===== src/rtl/isu_crdt_arb.sv =====
// Credit-based round-robin arbiter sharing the ISU request port between LOAD, STORE and WAE.
// Optional sticky credit-overflow flag and report enabled by ISU_CRDT_OVF_CHK_EN.
module isu_crdt_arb #(
  parameter int NUM_CH   = 3,
  parameter int CRDT_MAX = 16,
  parameter int CRDT_W   = 5,
  parameter int ID_W     = 5,
  parameter int OFF_W    = 1,
  parameter int WBUF_W   = 7
) (
  input  logic                       clk,
  input  logic                       rst,
  input  logic [NUM_CH-1:0]          req_valid,
  output logic [NUM_CH-1:0]          req_ready,
  input  logic [NUM_CH*3-1:0]        req_op,
  input  logic [NUM_CH*ID_W-1:0]     req_id,
  input  logic [NUM_CH*OFF_W-1:0]    req_offset,
  input  logic [NUM_CH*WBUF_W-1:0]   req_wbuf_id,
  input  logic [NUM_CH-1:0]          crdt_rtn,
  output logic                       isu_valid,
  input  logic                       isu_ready,
  output logic [NUM_CH-1:0]          isu_channel_1hot_id,
  output logic [2:0]                 isu_op,
  output logic [ID_W-1:0]            isu_id,
  output logic [OFF_W-1:0]           isu_offset,
  output logic [WBUF_W-1:0]          isu_wbuf_id,
  output logic [NUM_CH*CRDT_W-1:0]   crdt_avail,
  output logic                       crdt_err
);

  logic [1:0]        rr_ptr;
  logic [CRDT_W-1:0] credit [NUM_CH];
  logic [NUM_CH-1:0] elig;
  logic [NUM_CH-1:0] gnt;
  logic [1:0]        gnt_idx;
  logic              gnt_any;
  logic              load_en;

  function automatic logic [1:0] rr_idx(input logic [1:0] base, input int k);
    int s;
    s = int'(base) + k;
    if (s >= NUM_CH) s = s - NUM_CH;
    return 2'(s);
  endfunction

  for (genvar i = 0; i < NUM_CH; i++) begin : g_ch
    assign elig[i] = req_valid[i] && (credit[i] != '0);
    assign crdt_avail[i*CRDT_W +: CRDT_W] = credit[i];
  end

  assign load_en = !isu_valid || isu_ready;

  // Scan from the rr pointer upward with wrap; first eligible channel wins.
  always_comb begin
    gnt_any = 1'b0;
    gnt_idx = '0;
    for (int k = 0; k < NUM_CH; k++) begin
      if (!gnt_any && load_en && !rst && elig[rr_idx(rr_ptr, k)]) begin
        gnt_any = 1'b1;
        gnt_idx = rr_idx(rr_ptr, k);
      end
    end
    gnt = gnt_any ? (NUM_CH'(1) << gnt_idx) : '0;
  end

  assign req_ready = gnt;

  always_ff @(posedge clk or posedge rst) begin
    if (rst) begin
      rr_ptr              <= '0;
      isu_valid           <= 1'b0;
      isu_channel_1hot_id <= '0;
      isu_op              <= '0;
      isu_id              <= '0;
      isu_offset          <= '0;
      isu_wbuf_id         <= '0;
    end else if (gnt_any) begin
      rr_ptr              <= rr_idx(gnt_idx, 1);
      isu_valid           <= 1'b1;
      isu_channel_1hot_id <= gnt;
      isu_op              <= req_op[int'(gnt_idx)*3 +: 3];
      isu_id              <= req_id[int'(gnt_idx)*ID_W +: ID_W];
      isu_offset          <= req_offset[int'(gnt_idx)*OFF_W +: OFF_W];
      isu_wbuf_id         <= req_wbuf_id[int'(gnt_idx)*WBUF_W +: WBUF_W];
    end else if (isu_ready) begin
      isu_valid <= 1'b0;
    end
  end

  // Grant and return in the same cycle cancel; a return at full credit saturates.
  always_ff @(posedge clk or posedge rst) begin
    if (rst) begin
      for (int i = 0; i < NUM_CH; i++) credit[i] <= CRDT_W'(CRDT_MAX);
    end else begin
      for (int i = 0; i < NUM_CH; i++) begin
        if (gnt[i] && !crdt_rtn[i])
          credit[i] <= credit[i] - CRDT_W'(1);
        else if (!gnt[i] && crdt_rtn[i] && (credit[i] != CRDT_W'(CRDT_MAX)))
          credit[i] <= credit[i] + CRDT_W'(1);
      end
    end
  end

`ifdef ISU_CRDT_OVF_CHK_EN
  logic [NUM_CH-1:0] ovf;

  always_comb begin
    ovf = '0;
    for (int i = 0; i < NUM_CH; i++)
      ovf[i] = crdt_rtn[i] && !gnt[i] && (credit[i] == CRDT_W'(CRDT_MAX));
  end

  always_ff @(posedge clk or posedge rst) begin
    if (rst)       crdt_err <= 1'b0;
    else if (|ovf) crdt_err <= 1'b1;
  end

`ifndef SYNTHESIS
  always @(posedge clk) begin
    if (!rst && !crdt_err) begin
      for (int i = 0; i < NUM_CH; i++)
        assert (!ovf[i]) else $warning("isu_crdt_arb: credit overflow on channel %0d", i);
    end
  end
`endif
`else
  assign crdt_err = 1'b0;
`endif

endmodule


===== config.mk =====
export PLATFORM = sky130hd
export DESIGN_NAME = isu_crdt_arb
export DESIGN_NICKNAME = d
export VERILOG_FILES = /design/src/rtl/isu_crdt_arb.sv
export SDC_FILE = /design/constraint.sdc
export NUM_CORES = 1
export LEC_CHECK = 0
export CORE_ASPECT_RATIO = 1.5
export CORE_MARGIN = 5
export CORE_UTILIZATION = 43
export DETAILED_ROUTE_END_ITERATION = 12
export PLACE_DENSITY_LB_ADDON = 0.08
export SLEW_MARGIN = 10
export SYNTH_ARGS = -nofsm -noshare
export SYNTH_HDL_FRONTEND = slang
export SYNTH_SLANG_ARGS = --single-unit
export TNS_END_PERCENT = 30

===== constraint.sdc =====
create_clock -name clk -period 6.75 [get_ports clk]
set_input_delay 2.025 -clock clk [delete_from_list [all_inputs] [get_ports clk]]
set_output_delay 2.025 -clock clk [all_outputs]
set_load 0.03 [all_outputs]

# [After elaboration in Yosys (flattened, before gate mapping)]
# Cells that the tools add are included.
[totals] inputBits=57 ff_bits=37 wordCells=104
[classes] shift=5 add_sub_neg=13 eq_ne=3 magnitude_cmp=7 n_reduce_logical=38 n_mul=3 mux=25
[op_table] operator="two-way mux 5 bit" count=6
[op_table] operator="variable part select 21 x 6 -> 7 bit" count=1
[op_table] operator="logical AND 1 bit" count=20
[op_table] operator="adder 5 x 1 -> 5 bit (second input constant)" count=3
[op_table] operator="!= test 5 bit (second input constant)" count=3
[op_table] operator="nonzero test 5 bit" count=3
[op_table] operator="variable part select 15 x 6 -> 5 bit" count=1
[op_table] operator="subtractor 5 x 1 -> 5 bit (second input constant)" count=3
[op_table] operator="two-way mux 2 bit" count=7
[op_table] operator="logical NOT 1 bit" count=10
[op_table] operator="multiplier 2 x 3 -> 5 bit (second input constant)" count=2
[op_table] operator="greater-or-equal comparator 3 x 2 -> 1 bit (second input constant)" count=3
[op_table] operator="< comparator 2 x 3 -> 1 bit (second input constant)" count=3
[op_table] operator="variable part select 9 x 5 -> 3 bit" count=1
[op_table] operator="two-way mux 1 bit" count=8
[op_table] operator="nonzero test 2 bit" count=4
[op_table] operator="subtractor 2 bit (second input constant)" count=4
[op_table] operator="adder 2 x 1 -> 3 bit (second input constant)" count=2
[op_table] operator="binary-select mux 1 bit (select 2 bit)" count=3
[op_table] operator="multiplier 2 x 2 -> 4 bit (second input constant)" count=1
[op_table] operator="adder 2 x 2 -> 3 bit (second input constant)" count=1
[op_table] operator="two-way mux 3 bit" count=1
[op_table] operator="variable part select 3 x 3 -> 1 bit" count=1
[op_table] operator="left shift 1 x 2 -> 3 bit (first input constant)" count=1
[op_table] operator="other kinds (2)" count=2

# [Logic depth before layout (Yosys ltp)]
[depth] depth_word=23 ltp_mapped=15

# [Worst setup path before layout]
# No wires, ideal clock.
[synth_timing] path_kind="input -> output" startpoint="in rst" endpoint="out req_ready[0]" t_arrival_ns=4.138 path_slack_ns=0.587 required_time_ns=4.725 cell_stages=6 cell_sequence="inv_1 -> nand2_1 -> a21oi_1 -> o211ai_1 -> nor3_1 -> clkbuf_1"
[synth_between] elab_chain_cells=16 elab_cells_between_ends=19 classes_between="shift (1); mux (7); reduce/logical (11)"
[synth_lines] element="start, declared" line="12" source="input logic rst,"
[synth_lines] element="logical NOT 1 bit (no source line) (*)"
[synth_lines] element="logical AND 1 bit (2 in a row)" line="58" source="if (!gnt_any && load_en && !rst && elig[rr_idx(rr_ptr, k)]) begin"
[synth_lines] element="two-way mux 1 bit" line="58"
[synth_lines] element="logical NOT 1 bit" line="58"
[synth_lines] element="logical AND 1 bit (3 in a row)" line="58"
[synth_lines] element="two-way mux 1 bit" line="58"
[synth_lines] element="logical NOT 1 bit" line="58"
[synth_lines] element="logical AND 1 bit (3 in a row)" line="58"
[synth_lines] element="two-way mux 2 bit" line="58"
[synth_lines] element="left shift 1 x 2 -> 3 bit" line="63" source="gnt = gnt_any ? (NUM_CH'(1) << gnt_idx) : '0;"
[synth_lines] element="two-way mux 3 bit (*)" line="63"
[synth_lines] element="end, declared" line="14" source="output logic [NUM_CH-1:0] req_ready,"
# Mark *: on every way between the ends. The rest lies on a longest branch, timed or not.

# [Final worst setup path]
[layout_timing] startpoint="in req_valid[1]" endpoint="out req_ready[0]"
[layout_between] elab_chain_cells=17 elab_cells_between_ends=24 classes_between="shift (1); mux (13); reduce/logical (10)"
[layout_lines] element="start, declared" line="13" source="input logic [NUM_CH-1:0] req_valid,"
[layout_lines] element="logical AND 1 bit (*)" line="47" source="assign elig[i] = req_valid[i] && (credit[i] != '0);"
[layout_lines] element="binary-select mux 1 bit (select 2 bit)" line="58"
[layout_lines] element="two-way mux 1 bit (implied by the code)" line="58"
[layout_lines] element="logical AND 1 bit" line="58"
[layout_lines] element="two-way mux 1 bit" line="58"
[layout_lines] element="logical NOT 1 bit" line="58"
[layout_lines] element="logical AND 1 bit (3 in a row)" line="58"
[layout_lines] element="two-way mux 1 bit" line="58"
[layout_lines] element="logical NOT 1 bit" line="58"
[layout_lines] element="logical AND 1 bit (3 in a row)" line="58"
[layout_lines] element="two-way mux 2 bit" line="58"
[layout_lines] element="left shift 1 x 2 -> 3 bit" line="63"
[layout_lines] element="two-way mux 3 bit (*)" line="63"
# Mark *: on every way between the ends. The rest lies on a longest branch, timed or not. The select of a mux whose other input is x is not followed.

==> flow_summary.json <==
{
  "synth_compound_gate_area_share_pct": 25.7,
  "yosys_register_bits": 37,
  "cts_hold_buf": 0,
  "synth.top_cells.by_area": "sky130_fd_sc_hd__dfrtp_1, sky130_fd_sc_hd__nand2_1, sky130_fd_sc_hd__ha_1, sky130_fd_sc_hd__a21oi_1, sky130_fd_sc_hd__a222oi_1",
  "ctsResizeCount": 0,
  "synth.distinct_cells": 58,
  "synth_warnings": 0,
  "postSynthNetCount": 313,
  "place.port_buffers": 94,
  "worstSetupPathType": "in2out",
  "antenna_found_initial": 0,
  "grt_start_max_net_pins": 33,
  "rows": 32,
  "skew_ns": 0.00560,
  "grt_util_all_layers_pct": 18.5,
  "floorplan.die_area_um2": 6960,
  "drt_wl_total_mm": 6.31,
  "part_of_the_total_power_dissipated_in_sequential_elements_pct": 27.4,
  "powerDensity_nw_per_um2": 501,
  "route.detailed.drc": 0,
  "drt-vias-per-instance": 5.45,
  "mostFrequentLayoutCells": "sky130_fd_sc_hd__clkdlybuf4s50_1, sky130_fd_sc_hd__dfrtp_1, sky130_fd_sc_hd__nand2_1",
  "startpoint_kind_of_the_worst_setup_timing_path": "input port",
  "pin_count": 96,
  "multiplexer_share_of_the_synthesized_area_pct": 2.44,
  "switching_share_pct": 46.6,
  "rsz0062_at_grt": "no",
  "path_cells": "clkdlybuf4s50_1 -> inv_1 -> a221oi_1 -> o211ai_1 -> nand3_2 -> inv_4 -> nor3_1 -> buf_4 -> buf_4",
  "syn_area_um2": 2310,
  "cts-root-to-sink-buffers": 2,
  "worstMarginPinSlew_ns": 0.565,
  "overflow": 0,
  "detailedRoute.firstPassIterationCount": 5,
  "hold_path_class": "reg2reg",
  "antenna_diode_count": 0,
  "cap_violations": 0,
  "ir_drop_v": 0.000210,
  "clock_tree_from_tritoncts": "yes",
  "share_clk_of_total_power_pct": 9.3,
  "dp_hpwl_mm": 4.79,
  "cts_setup_buffers": 0,
  "timing.max_slew.rel_slack_pct": 62.0,
  "timing.critical_path.to_type": "output pin",
  "layout.nets": 407,
  "htree_levels": 2,
  "setup_violations": 0,
  "reg2regPathDepth": 14,
  "critPathRequiredTime_ns": 4.72,
  "fp.coreArea_um2": 5160,
  "final_total_negative_setup_slack_ns": 0,
  "place_congestion": 0.823,
  "synth_cells": 248,
  "drt_antenna_net_count": 0,
  "areaGrowthSynthToFinish_pct": 47.9,
  "start_util_pct": 44.7,
  "routedWlPerCell_um": 15.3,
  "die_w_um": 69.8,
  "synth_simple_gate_area_share_pct": 18.0,
  "fin_hold_ws_ns": 0.485,
  "clock_latency_ns": 0.29,
  "synth-xor-area-share_pct": 4.55,
  "synth_top_family_by_area": "compound AO/OA/AOI/OAI gates",
  "ctsRootBufferMaster": "sky130_fd_sc_hd__clkbuf_8",
  "number_of_hold_violations_in_the_final_report": 0,
  "synth-edff-count": 0,
  "syn_avg_cell_area_um2": 9.31,
  "synth_top_cell_by_area": "sky130_fd_sc_hd__dfrtp_1",
  "fin_crit_ns": 5.84,
  "grt_pass1_vias": 2274,
  "fin_crit_sh_pct": 86.4,
  "cts.sink_count": 37,
  "internal_power_w": 0.000912,
  "synth_async_sr_flop_share_pct": 100,
  "critPathSlowestCell": "sky130_fd_sc_hd__clkdlybuf4s50_1",
  "critPathMaxStageDelay_ns": 0.53,
  "first_pass_grt_wire_length_mm": 10.5,
  "finalNonFillerCells": 411,
  "synth-adder-area-share_pct": 4.34,
  "p_leak_nw": 1.44,
  "path_clk_slew_ns": 0.07,
  "worst-path-max-fanout": 13,
  "outcome": "finished clean",
  "tritoncts_buffers": 5,
  "achievable-frequency_mhz": 171,
  "cp_common_cell": "sky130_fd_sc_hd__buf_4",
  "power.switching_w": 0.000797,
  "dp_cells": 403,
  "yosysTopAreaCellShare_pct": 36.9,
  "final_util_pct": 66.1,
  "comb_power_share_pct": 63.2,
  "drive_gt1_share_pct": 9.91,
  "yosysSeqAreaShare_pct": 40.3,
  "nFillCells": 436,
  "floorplan.die.height_um": 99.7,
  "timing.hold.worst_path_depth": 1,
  "via_count": 2240,
  "crit_arrival_ns": 3.81,
  "yosys_most_used_dff": "sky130_fd_sc_hd__dfrtp_1",
  "slew_violations": 0,
  "final_common_cell": "sky130_fd_sc_hd__clkdlybuf4s50_1",
  "drtIter0Drc": 138
}
-- kinds of logic after synthesis --
| family | count (synthesis) |
|---|---|
| buffers and inverters | 23 |
| DFF | 37 |
| AOI/OAI and AO/OA | 82 |
| muxes | 5 |
| and+or+nand+nor | 80 |
| adders and majority gates | 8 |
| other | 1 |
| xor gates and xnor gates | 12 |
-- per-stage QoR --
step                      setup WS [ns]  power, W  cell area [um2]
after CTS                         0.901   0.00173             3410
after floorplan                   0.587   0.00117             2310
after global routing              0.744   0.00184             3410
after global placement            0.910   0.00155             3320
after detailed placement          0.898   0.00156             3320
final                             0.915   0.00171             3410
-- area by class of cell --
type                    instances  area (um2)  share of cell area (%)
repair buffers                100         978                    28.7
inverters                      10        40.0                    1.17
flip-flops and latches         37         930                    27.2
well taps                      68        85.1                    2.49
multi-input cells             188        1290                    37.8
clock buffers                   8        90.1                    2.64
-- registers in the layout, indices dropped and copies added (netlist names) --
register / cells
crdt_avail: 15
isu_channel_1hot_id: 3
isu_id: 5
isu_offset: 1
isu_op: 3
isu_valid: 1
isu_wbuf_id: 7
rr_ptr: 2
-- critical path: cells and delay by family --
family                 cells  cell delay [ns]
AOI/OAI and AO/OA          2             0.38
buffers and inverters      5             1.04
and+or+nand+nor            2             0.36
-- power by group through the flow --
stage	clock, W	combinational [W]	sequential [W]
after floorplan	0	0.000521	0.000651
after global placement	0	0.00108	0.000470
after detailed placement	0	0.00109	0.000472
after CTS	0.000165	0.00109	0.000470
after global routing	0.000172	0.00118	0.000491
final	0.000159	0.00108	0.000469
-- path summary, 6_finish.rpt --
check / start / end / slack (ns)
min in group asynchronous: rst / crdt_avail[12] / 1.97
hold reg to reg: isu_channel_1hot_id[1] / isu_channel_1hot_id[1] / 0.48
setup / recovery: req_valid[1] / req_ready[0] / 0.91
setup reg to reg: crdt_avail[0] / crdt_avail[4] / 2.76
max in group asynchronous: rst / isu_id[4] / 4.20
hold / removal: isu_channel_1hot_id[1] / isu_channel_1hot_id[1] / 0.48
-- cell usage after synthesis (all sizes together), types with 3 or more instances --
cell and count:
mux2 5, inv 10, a31oi 3, and2 3
nor3 3, nand3 3, o211ai 7, or3 3
a22oi 4, nand2b 5, dfstp 3, dfrtp 34
nor2b 3, nor2 15, clkbuf 6, nand2 32
a222oi 9, o21bai 3, buf 7, ha 8
or4 3, o21ai 14, xnor2 10, a22o 6
a21oi 18, a21o 3
-- routing by layer --
layer | up-vias | wire length (um) | global-route usage (%)
met2 | 71 | 3280 | 33.3
met1 | 1053 | 2410 | 19.5
met5 | - | 0 | 0
met3 | 11 | 453 | 5.66
li1 | 1105 | - | -
met4 | 0 | 166 | 8.26
Power figures use the tool's default switching activity.
